[config.mk]
export PLATFORM = sky130hd
export DESIGN_NAME = rate_mult_decoder
export DESIGN_NICKNAME = d
export VERILOG_FILES = /design/src/rtl/rate_mult_decoder.sv
export SDC_FILE = /design/constraint.sdc
export NUM_CORES = 1
export LEC_CHECK = 0
export BUFFER_PORTS_ARGS = -buffer_cell sky130_fd_sc_hd__buf_2
export CORE_ASPECT_RATIO = 1.25
export CORE_MARGIN = 4
export CORE_UTILIZATION = 40
export DETAILED_ROUTE_END_ITERATION = 7
export PLACE_DENSITY = 0.61
export SKIP_CTS_REPAIR_TIMING = 1
export SLEW_MARGIN = 15
export SYNTH_ARGS = -nofsm -noshare
export SYNTH_HDL_FRONTEND = slang
export SYNTH_SLANG_ARGS = --single-unit
[constraint.sdc]
create_clock -name CK -period 2 [get_ports CK]
set_input_delay 0.4 -clock CK [delete_from_list [all_inputs] [get_ports CK]]
set_output_delay 0.4 -clock CK [all_outputs]
set_load 0.05 [all_outputs]
[src/rtl/rate_mult_decoder.sv]
// Recovers the rate word of an 8-stage binary rate multiplier by counting
// its Z pulses over one STEPS-long window of qualified P_0 steps.
module rate_mult_decoder #(
    parameter int STEPS = 256,
    parameter int CW    = 9
) (
    input  logic          CK,
    input  logic          RST,
    input  logic          P_0_pad,
    input  logic          Z_pad,
    input  logic          START,
    input  logic          CONT,
    input  logic          RATE_RDY,
    output logic [CW-1:0] RATE,
    output logic          RATE_VLD,
    output logic          BUSY
);

    localparam int SW = $clog2(STEPS);
    localparam logic [CW:0] PULSE_MAX = (CW+1)'(STEPS);

    typedef enum logic [1:0] {
        IDLE  = 2'd0,
        COUNT = 2'd1,
        DONE  = 2'd2
    } state_t;

    state_t        state;
    logic [SW-1:0] step_cnt;
    logic [CW-1:0] pulse_cnt;
    logic          step_last;

    // Clamp at STEPS; a full window of pulses is the largest legal count.
    function automatic logic [CW-1:0] sat_inc(input logic [CW-1:0] cnt, input logic inc);
        logic [CW:0] sum;
        sum = {1'b0, cnt} + {{CW{1'b0}}, inc};
        if (sum > PULSE_MAX) begin
            return PULSE_MAX[CW-1:0];
        end
        return sum[CW-1:0];
    endfunction

    // STEPS is a power of two, so the final step is the all-ones count.
    assign step_last = &step_cnt;

    always_ff @(posedge CK) begin
        if (RST) begin
            state     <= IDLE;
            step_cnt  <= '0;
            pulse_cnt <= '0;
            RATE      <= '0;
            RATE_VLD  <= 1'b0;
            BUSY      <= 1'b0;
        end else begin
            case (state)
                IDLE: begin
                    if (START) begin
                        step_cnt  <= '0;
                        pulse_cnt <= '0;
                        BUSY      <= 1'b1;
                        state     <= COUNT;
                    end
                end
                COUNT: begin
                    if (P_0_pad) begin
                        step_cnt  <= step_cnt + SW'(1);
                        pulse_cnt <= sat_inc(pulse_cnt, Z_pad);
                        if (step_last) begin
                            RATE     <= sat_inc(pulse_cnt, Z_pad);
                            RATE_VLD <= 1'b1;
                            BUSY     <= 1'b0;
                            state    <= DONE;
                        end
                    end
                end
                DONE: begin
                    if (RATE_RDY) begin
                        RATE_VLD <= 1'b0;
                        if (CONT) begin
                            step_cnt  <= '0;
                            pulse_cnt <= '0;
                            BUSY      <= 1'b1;
                            state     <= COUNT;
                        end else begin
                            state <= IDLE;
                        end
                    end
                end
                default: begin
                    RATE_VLD <= 1'b0;
                    BUSY     <= 1'b0;
                    state    <= IDLE;
                end
            endcase
        end
    end

endmodule

Word level (Yosys, flattened, before mapping)

Index checks and enable logic that the tools add are counted.

Register bits after elaboration: 30
Output and inout bits: 11
Logic and storage cells: 62

Add/subtract/negate cells: 2
Order comparisons: 1
Equal/unequal tests: 7
Multiplexer cells: 37
Bitwise gates (word level): 1
Reduce and logical (&&, ||, !) cells: 8

Operator list:

| operator            | count |
|---|---|
| $mux 9              | 7 |
| $mux 8              | 4 |
| $pmux 9 s3          | 1 |
| $pmux 8 s3          | 1 |
| $mux 1              | 17 |
| $add 9x1->10        | 1 |
| $gt 10x9->1 const B | 1 |
| $ne 2x2->1 const B  | 5 |
| $reduce_and 10->1   | 1 |
| $reduce_and 5->1    | 2 |
| $add 8x1->8 const B | 1 |
| $mux 2              | 4 |
| $reduce_and 4->1    | 2 |
| $reduce_and 8->1    | 1 |
| $pmux 1 s3          | 2 |
| $pmux 2 s3          | 1 |
| $reduce_bool 3->1   | 1 |
| $eq 2x1->1 const B  | 1 |
| $eq 2x2->1 const B  | 1 |
| $logic_not 2->1     | 1 |
| $not 1->1           | 1 |

Logic depth before layout (Yosys ltp)

Depth in word-level cells: 9
Depth in mapped cells: 8

Least setup slack after synthesis

OpenSTA, ideal clock, no wires.

Path kind: input port to flip-flop
From: input port Z_pad
To: register pulse_cnt[6]
Data arrival time: 1.691 ns
Setup slack: 0.195 ns
Stages: 8
Buffers on the path: 1
Cell sequence: ha_1 > and4_4 > buf_6 > and3_2 > o221ai_2 > a21oi_2 > a21boi_1 > a21o_1

Longest elaborated chain between the ends: 9

RTL lines:

| what                 | RTL line | RTL |
|---|---|---|
| from (decl)          | 10       | `input logic Z_pad,` |
| $add 9x1->10 *       | 36       | `sum = {1'b0, cnt} + {{CW{1'b0}}, inc};` |
| $gt 10x9->1          | 37       | `if (sum > PULSE_MAX) begin` |
| $mux 1               | 37       |  |
| $mux 1               | 65       | `if (P_0_pad) begin` |
| $mux 1               | 55       | `case (state)` |
| $mux 1               | 47       | `if (RST) begin` |
| $mux 9 *             | 40       | `return sum[CW-1:0];` |
| $mux 9 *             | 65       |  |
| $pmux 9 s3 *         | 55       |  |
| to (signal assigned) | 67       | `pulse_cnt <= sat_inc(pulse_cnt, Z_pad);` |
| to (decl)            | 30       | `logic [CW-1:0] pulse_cnt;` |

Mark *: on every way between the ends. The rest lies on a longest branch, timed or not. The select of a mux whose other input is x is not followed.
A chain may end at the register's enable or synchronous reset.

Worst setup path after layout

From: register pulse_cnt[0]
To: register pulse_cnt[6]

Longest elaborated chain between the ends: 9

RTL lines:

| what           | RTL line |
|---|---|
| $add 9x1->10 * | 36 |
| $gt 10x9->1    | 37 |
| $mux 1         | 37 |
| $mux 1         | 65 |
| $mux 1         | 55 |
| $mux 1         | 47 |
| $mux 9 *       | 40 |
| $mux 9 *       | 65 |
| $pmux 9 s3 *   | 55 |

Marks and branches as above.

==> run metrics <==
overall overflow remaining after global route 0; M2 GR Usage between 20% and 30%; nature of the critical path endpoint register; antenna-violating nets left 0; H-tree level count 2; Die Span Y 77.24 um; most frequent cell after synthesis nor2_1; via/cell ratio 5.440; post-synthesis sequential area ratio 39.15%; 1st-iter DRT viols 72; total power approximately 0.0012 W; largest stage delay on the critical path 0.37 ns; worst-margin pin slew 0.4340 ns; Root Driver clkbuf_8; outcome complete, no violations; relative slew slack between 70% and 80%; ANT cells 0; vias in the first global route 1332; CP required between 2 and 2.5 ns; clock edge transition at the registers on the reported setup and hold paths about 0.06 ns; Die Width 63.39 um; Layout Cells excl Fill 248; via total after detailed routing around 1300; CP Cell Sequence ha_1 -> and4_4 -> a311oi_2 -> o31ai_2 -> a21oi_4 -> a21boi_1 -> a21o_1; LEAKAGE roughly 0.72 nW; largest net degree at the start of global routing 22; fraction of registers with async set/reset 0%; io pins 18; synth warn 0; Post-Syn Nets 199; clock sink total 30; Placed Instances 240; layout cells sized above 1 19.62%; unrepaired setup endpoints after global routing false; Pins Over Slew Limit 0; total CTS buffers 5; TritonCTS clock tree built; Worst IR Drop VDD 478.0 uV; routed wire length about 3300 um; DP HPWL 2409 um; die footprint around 0.005 mm^2; Synth area leader dfxtp_1; number of synthesized register bits 30; Global Route met1 Usage 18.30%; Synth Flop Type dfxtp_1; count of final hold-check violations 0; Top Usage Layer GRT met2; core box area 0.003603 mm^2; Longest Clk Path Bufs 2; Area Growth Syn to Fin 14.52%; filler cell count 366; Syn Inst Count about 190; EDFF count, synth 0; RePlAce Congestion 0.8522; Nets 218; top post-synthesis cells by count nor2_1 (32), dfxtp_1 (30), nand2_1 (21); worst hold path class input pin to register; initial antenna violation count 0; synthesized area approximately 0.0015 mm^2; Clock Skews a little over 0.005 ns; DRC Markers 0; Clock Latency Late Sink 0.28 ns; GRT Util Overall between 15 and 20%; max_cap viols 0; CP Launch Type register; Mapped Avg Cell Area slightly above 8 um^2; DR WL/cell 13.17 um; CP Class register to register; CP Max Fanout 6; Starting Density a little over two fifths; Pre-antenna DRT Iters 4; main area contributors after synthesis dfxtp_1 (39%), nor2_1 (7.8%), nand2_1 (5.1%), a21oi_1 (3.9%), o21ai_0 (3.3%); port buffer count 17; FMAX 547.1 MHz; first-pass GRT wire length 5927 um; setup_tns 0 ns; arrival time worst endpoint 2.00 ns; PwrDens 673.6 mW/mm^2; Synth top area share 39.15%; final worst path period need ~1.8 ns; routing usage on met3 ~4.8%; # rows 24; Final setup viols 0; distinct cell type count after synthesis 44; Final Cycle Share 91.40%; slowest cell on the critical path dfxtp_1
-- cells in the final DEF (no fill, tap or decap), types with 4 or more instances in the layout --
cell type / Yosys / final
nor2_1: 32 / 32
dfxtp_1: 30 / 30
nand2_1: 21 / 21
buf_2: 3 / 17
a21oi_1: 12 / 12
o21ai_0: 10 / 10
clkbuf_8: 0 / 6
nand3_1: 5 / 5
xor2_1: 5 / 5
inv_1: 4 / 4
and3_1: 4 / 4
nand4_1: 4 / 4
mux2i_1: 4 / 4
buf_4: 0 / 4
-- layer usage --
metal / up-vias / wire [um]
met1: 618 / 1484
met5: - / 0
met4: 0 / 53
met3: 4 / 163
li1: 700 / -
met2: 27 / 1566
-- state kept, by name, indices dropped and copies added (netlist names) --
name       flops
state          2
BUSY           1
step_cnt       8
pulse_cnt      9
RATE_VLD       1
RATE           9
-- cells by family after synthesis --
kind of cell | share of synthesized area (%)
AO/OA/AOI/OAI | 16.48
buffers and inverters | 4.893
adder cells (fa/ha/maj) | 2.447
AND/OR/NAND/NOR | 29.85
flip-flops | 39.15
multiplexers | 2.610
XOR/XNOR | 4.568
-- worst max-delay path, delay by kind of cell (launching register included) --
family                   cells  cell delay [ns]
adder cells (fa/ha/maj)      1             0.25
AND/OR/NAND/NOR              1             0.29
AO/OA/AOI/OAI                5             0.81
flip-flops                   1             0.37
-- worst paths after layout --
kind,start,slack [ns],end,cells past startpoint
min,RATE_RDY,0.41,state[1]$_SDFFE_PP0P_,4
max reg2reg,pulse_cnt[0]$_SDFFE_PP0P_,0.17,pulse_cnt[6]$_SDFFE_PP0P_,7
max,pulse_cnt[0]$_SDFFE_PP0P_,0.17,pulse_cnt[6]$_SDFFE_PP0P_,7
min reg2reg,RATE[1]$_SDFFE_PP0P_,0.45,RATE[1]$_SDFFE_PP0P_,2
-- where the power goes --
part / switching (W) / internal [W]
clock: 0.000217 / 0.000277
combinational: 0.0000520 / 0.0000273
sequential: 0.00000694 / 0.000603
total: 0.000276 / 0.000908
-- layout make-up --
cell class	count	area, um^2	share of cell area, %
clock inverters	1	5.005	0.2849
multi-input cells	146	885.9	50.43
well taps	39	48.80	2.778
repair buffers	21	115.1	6.553
clock buffers	7	86.33	4.915
flip-flops and latches	30	600.6	34.19
inverters	4	15.01	0.8547
-- metrics by stage --
stage	setup slack, ns	util, %	cell area, um^2	hold slack (ns)
global placement	0.04822	45.45	1638	0.4327
CTS	0.1319	47.99	1729	0.4121
global route	0.006450	48.75	1757	0.4287
detailed placement	-0.005912	45.45	1638	0.4425
finish	0.1721	48.75	1757	0.4137
floorplan	0.1953	-	1534	0.4658
No activity file was read; power rests on OpenSTA's default activity.
